`src/rtl/dram_pkg.sv`:
```
// Shared types and field widths for the DRAM command scheduler.
package dram_pkg;

  localparam int BANK_GROUP_BITS = 2;
  localparam int BANK_BITS       = 2;
  localparam int ROW_BITS        = 14;
  localparam int COLUMN_BITS     = 10;
  localparam int BANK_IDX_BITS   = BANK_GROUP_BITS + BANK_BITS;
  localparam int NUM_BANKS       = 2 ** (BANK_GROUP_BITS + BANK_BITS);
  localparam int CNT_BITS        = 16;

  typedef enum logic [2:0] {
    CMD_NOP  = 3'd0,
    CMD_ACT  = 3'd1,
    CMD_PRE  = 3'd2,
    CMD_RD   = 3'd3,
    CMD_WR   = 3'd4,
    CMD_PREA = 3'd5,
    CMD_REF  = 3'd6
  } cmd_t;

  typedef enum logic [3:0] {
    ST_IDLE,
    ST_PRE,
    ST_PRE_WAIT,
    ST_ACT,
    ST_ACT_WAIT,
    ST_RW,
    ST_PREA,
    ST_PREA_WAIT,
    ST_REF,
    ST_REF_WAIT
  } sched_state_t;

  // Flat table index of a bank: bank group is the upper part.
  function automatic logic [BANK_IDX_BITS-1:0] bank_index(
    input logic [BANK_GROUP_BITS-1:0] bg,
    input logic [BANK_BITS-1:0]       bank
  );
    return {bg, bank};
  endfunction

endpackage

```
`src/rtl/dram_cmd_scheduler_open_row_table.sv`:
```
// Open-row tracker: one valid bit and row address per bank.
module open_row_table
  import dram_pkg::*;
(
  input  logic                     CLK,
  input  logic                     nRST,
  input  logic [BANK_IDX_BITS-1:0] lookup_idx,
  input  logic [ROW_BITS-1:0]      lookup_row,
  input  logic                     set,
  input  logic [BANK_IDX_BITS-1:0] set_idx,
  input  logic [ROW_BITS-1:0]      set_row,
  input  logic                     clear,
  input  logic [BANK_IDX_BITS-1:0] clear_idx,
  input  logic                     clear_all,
  output logic                     hit,
  output logic                     open,
  output logic                     any_open
);

  logic [NUM_BANKS-1:0] valid_q;
  logic [ROW_BITS-1:0]  row_q [NUM_BANKS];

  // Table update; precharge-all wins over any single-bank set/clear.
  always_ff @(posedge CLK or negedge nRST) begin
    if (!nRST) begin
      valid_q <= '0;
      for (int i = 0; i < NUM_BANKS; i++) row_q[i] <= '0;
    end else if (clear_all) begin
      valid_q <= '0;
    end else begin
      if (set) begin
        valid_q[set_idx] <= 1'b1;
        row_q[set_idx]   <= set_row;
      end
      if (clear) valid_q[clear_idx] <= 1'b0;
    end
  end

  // Combinational lookup for the request being offered.
  always_comb begin
    open     = valid_q[lookup_idx];
    hit      = valid_q[lookup_idx] && (row_q[lookup_idx] == lookup_row);
    any_open = |valid_q;
  end

endmodule

```
`src/rtl/dram_cmd_scheduler.sv`:
```
// Single-rank DRAM command scheduler: PRE/ACT/RD/WR with tRP/tRCD, refresh via PREA+REF.
//
// state        | meaning
// IDLE         | waiting; refresh has priority over new requests
// PRE          | precharge target bank (one cycle)
// PRE_WAIT     | tRP spacing after PRE
// ACT          | activate target row (one cycle)
// ACT_WAIT     | tRCD spacing after ACT
// RW           | issue RD or WR, pulse done
// PREA         | precharge all banks before refresh
// PREA_WAIT    | tRP spacing after PREA
// REF          | refresh command
// REF_WAIT     | tRFC spacing, ref_ack on last cycle
module dram_cmd_scheduler
  import dram_pkg::*;
#(
  parameter int T_RCD = 4,
  parameter int T_RP  = 4,
  parameter int T_RFC = 16
) (
  input  logic                       CLK,
  input  logic                       nRST,
  input  logic                       req_valid,
  output logic                       req_ready,
  input  logic                       req_write,
  input  logic [BANK_GROUP_BITS-1:0] req_BG,
  input  logic [BANK_BITS-1:0]       req_bank,
  input  logic [ROW_BITS-1:0]        req_row,
  input  logic [COLUMN_BITS-1:0]     req_col,
  input  logic                       ref_req,
  output logic                       ref_ack,
  output logic                       cmd_valid,
  output cmd_t                       cmd,
  output logic [BANK_GROUP_BITS-1:0] cmd_BG,
  output logic [BANK_BITS-1:0]       cmd_bank,
  output logic [ROW_BITS-1:0]        cmd_row,
  output logic [COLUMN_BITS-1:0]     cmd_col,
  output logic                       done,
  output logic                       row_hit
);

  localparam logic [CNT_BITS-1:0] RCD_LOAD = CNT_BITS'(T_RCD - 2);
  localparam logic [CNT_BITS-1:0] RP_LOAD  = CNT_BITS'(T_RP - 2);
  localparam logic [CNT_BITS-1:0] RFC_LOAD = CNT_BITS'(T_RFC - 2);

  sched_state_t state, state_next;
  logic [CNT_BITS-1:0] cnt, cnt_next;

  logic                       write_q;
  logic [BANK_GROUP_BITS-1:0] bg_q;
  logic [BANK_BITS-1:0]       bank_q;
  logic [ROW_BITS-1:0]        row_q;
  logic [COLUMN_BITS-1:0]     col_q;

  logic accept;
  logic tbl_hit, tbl_open, tbl_any_open;
  logic tbl_set, tbl_clear, tbl_clear_all;

  assign accept = (state == ST_IDLE) && !ref_req && req_valid;

  open_row_table u_table (
    .CLK        (CLK),
    .nRST       (nRST),
    .lookup_idx (bank_index(req_BG, req_bank)),
    .lookup_row (req_row),
    .set        (tbl_set),
    .set_idx    (bank_index(bg_q, bank_q)),
    .set_row    (row_q),
    .clear      (tbl_clear),
    .clear_idx  (bank_index(bg_q, bank_q)),
    .clear_all  (tbl_clear_all),
    .hit        (tbl_hit),
    .open       (tbl_open),
    .any_open   (tbl_any_open)
  );

  // State and wait counter.
  always_ff @(posedge CLK or negedge nRST) begin
    if (!nRST) begin
      state <= ST_IDLE;
      cnt   <= '0;
    end else begin
      state <= state_next;
      cnt   <= cnt_next;
    end
  end

  // Capture the accepted request and whether it hit an open row.
  always_ff @(posedge CLK or negedge nRST) begin
    if (!nRST) begin
      write_q <= 1'b0;
      bg_q    <= '0;
      bank_q  <= '0;
      row_q   <= '0;
      col_q   <= '0;
      row_hit <= 1'b0;
    end else if (accept) begin
      write_q <= req_write;
      bg_q    <= req_BG;
      bank_q  <= req_bank;
      row_q   <= req_row;
      col_q   <= req_col;
      row_hit <= tbl_hit;
    end
  end

  // Next state, counter load/decrement and per-state command outputs.
  always_comb begin
    state_next    = state;
    cnt_next      = cnt;
    req_ready     = 1'b0;
    cmd_valid     = 1'b0;
    cmd           = CMD_NOP;
    done          = 1'b0;
    ref_ack       = 1'b0;
    tbl_set       = 1'b0;
    tbl_clear     = 1'b0;
    tbl_clear_all = 1'b0;
    cmd_BG        = '0;
    cmd_bank      = '0;
    cmd_row       = '0;
    cmd_col       = '0;
    if (state == ST_PRE || state == ST_ACT || state == ST_RW) begin
      cmd_BG   = bg_q;
      cmd_bank = bank_q;
      cmd_row  = row_q;
      cmd_col  = col_q;
    end
    case (state)
      ST_IDLE: begin
        if (ref_req) begin
          state_next = tbl_any_open ? ST_PREA : ST_REF;
        end else begin
          req_ready = 1'b1;
          if (req_valid) begin
            if (tbl_hit)       state_next = ST_RW;
            else if (tbl_open) state_next = ST_PRE;
            else               state_next = ST_ACT;
          end
        end
      end
      ST_PRE: begin
        cmd_valid  = 1'b1;
        cmd        = CMD_PRE;
        tbl_clear  = 1'b1;
        cnt_next   = RP_LOAD;
        state_next = ST_PRE_WAIT;
      end
      ST_PRE_WAIT: begin
        if (cnt == '0) state_next = ST_ACT;
        else           cnt_next   = cnt - 1'b1;
      end
      ST_ACT: begin
        cmd_valid  = 1'b1;
        cmd        = CMD_ACT;
        tbl_set    = 1'b1;
        cnt_next   = RCD_LOAD;
        state_next = ST_ACT_WAIT;
      end
      ST_ACT_WAIT: begin
        if (cnt == '0) state_next = ST_RW;
        else           cnt_next   = cnt - 1'b1;
      end
      ST_RW: begin
        cmd_valid  = 1'b1;
        cmd        = write_q ? CMD_WR : CMD_RD;
        done       = 1'b1;
        state_next = ST_IDLE;
      end
      ST_PREA: begin
        cmd_valid     = 1'b1;
        cmd           = CMD_PREA;
        tbl_clear_all = 1'b1;
        cnt_next      = RP_LOAD;
        state_next    = ST_PREA_WAIT;
      end
      ST_PREA_WAIT: begin
        if (cnt == '0) state_next = ST_REF;
        else           cnt_next   = cnt - 1'b1;
      end
      ST_REF: begin
        cmd_valid  = 1'b1;
        cmd        = CMD_REF;
        cnt_next   = RFC_LOAD;
        state_next = ST_REF_WAIT;
      end
      ST_REF_WAIT: begin
        if (cnt == '0) begin
          ref_ack    = 1'b1;
          state_next = ST_IDLE;
        end else begin
          cnt_next = cnt - 1'b1;
        end
      end
      default: state_next = ST_IDLE;
    endcase
  end

endmodule

```
`config.mk`:
```
export PLATFORM = sky130hd
export DESIGN_NAME = dram_cmd_scheduler
export DESIGN_NICKNAME = d
export VERILOG_FILES = /design/src/rtl/dram_pkg.sv /design/src/rtl/dram_cmd_scheduler_open_row_table.sv /design/src/rtl/dram_cmd_scheduler.sv
export SDC_FILE = /design/constraint.sdc
export NUM_CORES = 1
export LEC_CHECK = 0
export CORE_UTILIZATION = 57
export DETAILED_ROUTE_END_ITERATION = 8
export PLACE_DENSITY = 0.76
export SLEW_MARGIN = 20
export SYNTH_ARGS = -nofsm -noshare
export SYNTH_HDL_FRONTEND = slang
export SYNTH_SLANG_ARGS = --single-unit
export TNS_END_PERCENT = 50
```
`constraint.sdc`:
```
create_clock -name CLK -period 3.6 [get_ports CLK]
set_clock_uncertainty 0.05 [all_clocks]
set_input_delay 0.54 -clock CLK [delete_from_list [all_inputs] [get_ports CLK]]
set_output_delay 0.54 -clock CLK [all_outputs]
set_load 0.05 [all_outputs]
```
==> impl_results.md, run 1 <==
* Max_slew headroom at 30.4%
* Area grow syn2layout at 14.7%
* RSZ-0062 raised after global routing: no
* Clock Latency Late Sink at 0.55 ns
* Post-Syn Nets at 1071
* Synth Area per Inst at 13.5 um^2
* Fmax at 294 MHz
* First-pass GRT wire length at 51700 um
* DR pass1 iterations at 5
* Initial Util at 58.7%
* Vias in the first global route at 9141
* Worst Setup End Kind: output pin
* Max-cap violations at 0
* Wire per inst at 22.7 um
* Clock period minus worst slack at 3.40 ns
* FF-to-FF path depth at 6
* Share of cells above drive strength 1 at 37.3%
* Status: complete, but fails checks
* Worst R2R Start: cnt[5]$_DFFE_PN0P_
* Commonest cells post-synth: dfrtp_1, mux2_2, mux4_2
* Reg2reg setup slack at 0.70 ns
* Dominant cell type by area after synthesis: dfrtp_1
* Flops & latches, synth at 290
* Peak VDD IR at 0.485 mV
* P per Cell Area at 771 nW/um^2
* Top-count cell post-synth: dfrtp_1
* Final slew viol count at 0
* Yosys warnings at 0
* Total placed instance area at 15100 um^2
* Finished layout cell area at 16000 um^2
* Routed vias at 8883
* Clock sink total at 290
* CTS Buf Count at 30
* CP Max Fanout at 16
* Worst Max-Slew Pin Slew at 1.04 ns
* Reg2reg end: cnt[3]$_DFFE_PN0P_
* First DRT Iteration DRCs at 595
* CP Launch Type: flop
* H-tree Lvls at 1
* CTS Buffer Depth at 3
* Syn Inst Count at 1036
* Placer Congestion at 0.907
* Post-DP HPWL at 21300 um
* Top cell type's share of synthesized area at 52.1%
* Initial antenna violation count at 0
* Antenna-violating nets left at 0
* Row cnt at 56
* Seq/Total Area, Yosys at 52.1%
* CTS tree: done
* Net count, final at 1141
* Port Buf Inserts at 68
* Core area at 23800 um^2
* Post-Route Setup TNS at 0 ns
* Leak at 7.48 nW
* Endpoints failing setup at 0
* I/O pin total at 69
* Routed WL at 32700 um
* EDFF count, synth at 0
* Via density at 6.15
* Worst path required time at 3.01 ns
* Die width at 158 um
* Critical Path Start: state[1]$_DFFE_PN0P_
* Final period util at 94.5%
* Hold Crit Class: in -> async
* Syn Std Cell Area at 13900 um^2
* Min Hold Slack at -0.00963 ns
* Die Y at 158 um
* Die area at 25100 um^2
* Maximum number of pins on one net before global-route repair at 116
* Total gr overflow at 0
* Synth area leaders: dfrtp_1, mux2_2, mux4_2
* Failing checks: hold timing
* Clk root buf: clkbuf_16
* Tot GR Track Use at 27.5%
* # DRC at 0
* Fin. Hold Viols at 2
* Yosys cell types at 60
* Ys flop type: dfrtp_1
* Clk pin slew, worst setup/hold paths at 0.06 ns
* Crit path DAT at 2.81 ns
* FFs w/ async S/R, synth at 100%
* CP Class: reg -> out
worst max-delay path by stage:
stage | endpoint | depth (start not counted)
after CTS | cmd_valid | 5
after global placement | state[2]$_DFFE_PN0P_ | 9
after detailed placement | state[2]$_DFFE_PN0P_ | 9
after global routing | cmd_valid | 4
final | cmd_valid | 4
after floorplan | ref_ack | 4
worst max-delay path, cell delays in order, from the launching register on:
cell	delay, ns
dfrtp_1	0.65
mux2i_1	0.28
mux2_2	0.39
or2_2	0.17
clkdlybuf4s50_1	0.78
through the flow:
step	util (%)	total power, mW	std cells	setup slack [ns]	hold slack (ns)
floorplan	-	8.19	1036	0.492	0.194
global placement	63.4	9.26	1393	0.385	0.427
detailed placement	63.4	9.42	1393	0.299	0.435
CTS	67.3	12.4	1443	0.131	0.0478
global route	67.3	13.0	1443	0.0321	0.0835
finish	67.3	12.3	1444	0.197	-0.00963
registers in the layout, summed over array words and instances, names as in the netlist:
signal / cells
u_table.valid_q: 16
write_q: 1
row_q: 14
bank_q: 2
cnt: 16
state: 4
bg_q: 2
row_hit: 1
col_q: 10
u_table.row_q: 224
routing by layer:
metal / global-route usage [%] / routed length, um / up-vias
met4: 9.07 / 1050 / 0
li1: - / - / 3923
met3: 4.08 / 1750 / 74
met1: 38.3 / 14400 / 4615
met5: 0 / 0 / -
met2: 44.6 / 15500 / 271
layout make-up:
| class | count | area, um^2 |
|---|---|---|
| well taps | 319 | 399 |
| repair buffers | 110 | 1020 |
| diodes | 1 | 2.50 |
| flip-flops and latches | 290 | 7260 |
| clock buffers | 45 | 868 |
| inverters | 24 | 90.1 |
| clock inverters | 5 | 50.0 |
| fillers | 1670 | 7760 |
| multi-input cells | 650 | 6300 |
kinds of logic after synthesis:
family	count (synthesis)	synth area share (%)
muxes	342	31.4
DFF	290	52.1
and+or+nand+nor	184	7.16
buffers and inverters	96	2.93
AOI/OAI and AO/OA	95	4.53
xor gates and xnor gates	27	1.70
adders and majority gates	2	0.179
power breakdown:
group / total, mW / internal, mW / switching (mW)
Clock: 2.93 / 1.71 / 1.22
Sequential: 5.42 / 4.37 / 1.05
Combinational: 3.98 / 2.00 / 1.98
placed cells by master, fill, tap and decap left out, types with 29 or more instances in the layout:
cell type,count
mux2i_1,34
mux2_2,257
mux4_2,51
clkbuf_16,31
and2_1,29
nand2_1,37
nor2_1,29
buf_4,41
clkdlybuf4s50_1,62
dfrtp_1,289
what timing repair did:
| item | 4_1_cts | 5_1_grt |
|---|---|---|
| resized for setup | 0 | 1 |
| setup buffers | 0 | 0 |
| hold buffers | 0 | 0 |
| setup endpoints to repair | 0 | 1 |
(Power assumes the default switching activity.)
==> run 2, diff against run 1 <==
--- a/config.mk
+++ b/config.mk
@@ -5,6 +5,7 @@
 export SDC_FILE = /design/constraint.sdc
 export NUM_CORES = 1
 export LEC_CHECK = 0
+export CORE_MARGIN = 5
 export CORE_UTILIZATION = 57
 export DETAILED_ROUTE_END_ITERATION = 8
 export PLACE_DENSITY = 0.76
==> run 2 against run 1 <==
  * The run now ends clean
  * Sequential share of layout area shrank 0.20 points
  * Wire length grew 3.9%
  * Core utilization shrank 0.89 points
  * Final cell count grew 0.62%
  * Global-route usage shrank 2.8 points
  * Final area grew 0.45%
  * Via count is essentially flat
  * Register-to-register slack is essentially flat
  * Sequential power is essentially flat
  * Critical path depth grew 1
  * Sequential cell count is the same
  * Non-clock buffer count is the same
  * Critical path type unchanged
==> impl_results.md, run 2 (synthesized netlist as in run 1, its figures left out) <==
* Endpoints failing setup at 0 (unchanged)
* Largest reg by FF count: u_table.row_q (unchanged)
* CP Launch Type: flop (unchanged)
* WHS Path Cells at 1
* Status: finished clean (was complete, but fails checks)
* Final worst slack at 0.0973 ns (was 0.197 ns)
* Worst R2R Start: cnt[5]$_DFFE_PN0P_ (unchanged)
* Die width at 166 um (was 158 um)
* Fmax at 285 MHz (was 294 MHz)
* Initial Util at 57.7% (was 58.7%)
* Routed vias at 8886 (was 8883)
* Tot GR Track Use at 24.7% (was 27.5%)
* Placement Setup Slack at 0.302 ns (was 0.299 ns)
* CTS Buf Count at 30 (unchanged)
* First DRT Iteration DRCs at 681 (was 595)
* Clk root buf: clkbuf_16 (unchanged)
* Area grow syn2layout at 15.2% (was 14.7%)
* Net count, final at 1141 (unchanged)
* Hold path endpoint: col_q[7]$_DFFE_PN0P_
* Port Buf Inserts at 68 (unchanged)
* Maximum number of pins on one net before global-route repair at 85 (was 116)
* CP Class: reg -> out (unchanged)
* Clk pin slew, worst setup/hold paths at 0.06 ns (about the same)
* Reg2reg end: cnt[3]$_DFFE_PN0P_ (unchanged)
* Routed WL at 34000 um (was 32700 um)
* Clock sink total at 290 (unchanged)
* Row cnt at 57 (was 56)
* Fin. Hold Viols at 0 (was 2)
* Via density at 6.12 (was 6.15)
* HP Start: col_q[7]$_DFFE_PN0P_
* CP Max Fanout at 13 (was 16)
* Crit path DAT at 2.91 ns (was 2.81 ns)
* Hold Crit Class: reg -> reg (was in -> async)
* Leak at 7.55 nW (was 7.48 nW)
* Wire per inst at 23.4 um (was 22.7 um)
* H-tree Lvls at 1 (unchanged)
* RSZ-0062 raised after global routing: no (unchanged)
* Reg2reg setup slack at 0.71 ns (was 0.70 ns)
* Worst path required time at 3.01 ns (about the same)
* # DRC at 0 (unchanged)
* Core area at 24200 um^2 (was 23800 um^2)
* Post-DP HPWL at 22200 um (was 21300 um)
* Vias in the first global route at 9355 (was 9141)
* Share of cells above drive strength 1 at 37.4% (was 37.3%)
* Critical Path Start: state[3]$_DFFE_PN0P_ (was state[1]$_DFFE_PN0P_)
* Total gr overflow at 0 (unchanged)
* Overall Power at 12.4 mW (was 12.3 mW)
* Die area at 27700 um^2 (was 25100 um^2)
* Die Y at 166 um (was 158 um)
* Placer Congestion at 0.913 (was 0.907)
* Clock period minus worst slack at 3.50 ns (was 3.40 ns)
* Peak VDD IR at 0.488 mV (was 0.485 mV)
* Initial antenna violation count at 0 (unchanged)
* Final period util at 97.3% (was 94.5%)
* Clock Latency Late Sink at 0.57 ns (was 0.55 ns)
* Most frequent cells in the layout: dfrtp_1, mux2_2, clkdlybuf4s50_1 (unchanged)
* Worst Max-Slew Pin Slew at 0.951 ns (was 1.04 ns)
* P per Cell Area at 775 nW/um^2 (was 771 nW/um^2)
* Worst Setup End Kind: output pin (unchanged)
* Most common cell after layout, fill and taps aside: dfrtp_1 (unchanged)
* FF-to-FF path depth at 6 (unchanged)
* CTS Buffer Depth at 3 (unchanged)
* Max-cap violations at 0 (unchanged)
* Antenna-violating nets left at 0 (unchanged)
* Biggest regs: u_table.row_q: 224 flops, cnt: 16 flops, u_table.valid_q: 16 flops (unchanged)
* Diode count at 0 (was 1)
* Max reg flops at 224 (unchanged)
* CTS tree: done (unchanged)
* Max_slew headroom at 36.4% (was 30.4%)
* Filler cell count at 1764 (was 1670)
* Post-Route Setup TNS at 0 ns (unchanged)
* First-pass GRT wire length at 54200 um (was 51700 um)
* I/O pin total at 69 (unchanged)
* Setup Fix Bufs, Post-CTS at 0 (unchanged)
* Final slew viol count at 0 (unchanged)
* DR pass1 iterations at 5 (unchanged)
-- run 2: cell count changes in the layout (fill, tap and decap cells not counted) --
cell,previous run,this run
clkbuf_8,4,7
clkdlybuf4s50_1,62,59
dlymetal6s2s_1,0,3
buf_4,41,39
buf_12,3,4
clkbuf_1,10,11
clkbuf_16,31,30
clkinv_8,0,1
diode_2,1,0
dlygate4sd3_1,0,1
inv_6,0,1
-- run 2: layout make-up --
cell class / instances / area [um^2] / share of cell area, %
clock buffers: 48 / 888 / 5.53
clock inverters: 7 / 75.1 / 0.467
inverters: 24 / 90.1 / 0.561
multi-input cells: 650 / 6300 / 39.2
flip-flops and latches: 290 / 7260 / 45.2
well taps: 324 / 405 / 2.52
repair buffers: 110 / 1040 / 6.48
-- run 2: what timing repair did --
action | CTS | global route
endpoints found under the hold margin | 68 | 0
setup endpoints to repair | 0 | 4
resized for setup | 0 | 4
hold buffers | 1 | 0
-- run 2: worst max-delay path, cell delays in order, from the launching register on --
cell,delay [ns]
dfrtp_1,0.51
nand2b_1,0.24
a21oi_2,0.32
buf_4,0.27
and2_1,0.19
clkdlybuf4s50_1,0.82
-- run 2: how the worst max path moves through the flow --
| stage | to | slack [ns] | cells after the start |
|---|---|---|---|
| 4_1_cts | cmd_valid | 0.06 | 5 |
| 3_3_place_gp | state[2]$_DFFE_PN0P_ | 0.41 | 9 |
| 3_5_place_dp | state[2]$_DFFE_PN0P_ | 0.30 | 9 |
| 2_1_floorplan | ref_ack | 0.49 | 4 |
| 5_1_grt | cmd_row[2] | 0.001 | 5 |
| 6_report | cmd_row[2] | 0.1 | 5 |
-- run 2: stage by stage --
step / utilization, % / instance area, um^2 / std cells / hold slack (ns)
detailed placement: 62.4 / 15100 / 1397 / 0.437
global placement: 62.4 / 15100 / 1397 / 0.428
CTS: 66.4 / 16100 / 1453 / 0.448
global route: 66.4 / 16100 / 1453 / 0.459
finish: 66.4 / 16100 / 1453 / 0.443
floorplan: - / 13900 / 1036 / 0.194
-- run 2: metal layers --
layer	part of all wire (%)	track usage, %	vias to the layer above
met5	0	0	-
met1	43	34.3	4596
met2	48	40.3	294
li1	-	-	3929
met4	3.1	6.58	0
met3	6.2	5.05	67
-- run 2: report_power, final --
part           switching [mW]  total [mW]  internal, mW
Combinational            2.03        4.04          2.01
Clock                    1.26        3.01          1.76
Sequential               1.02        5.39          4.37
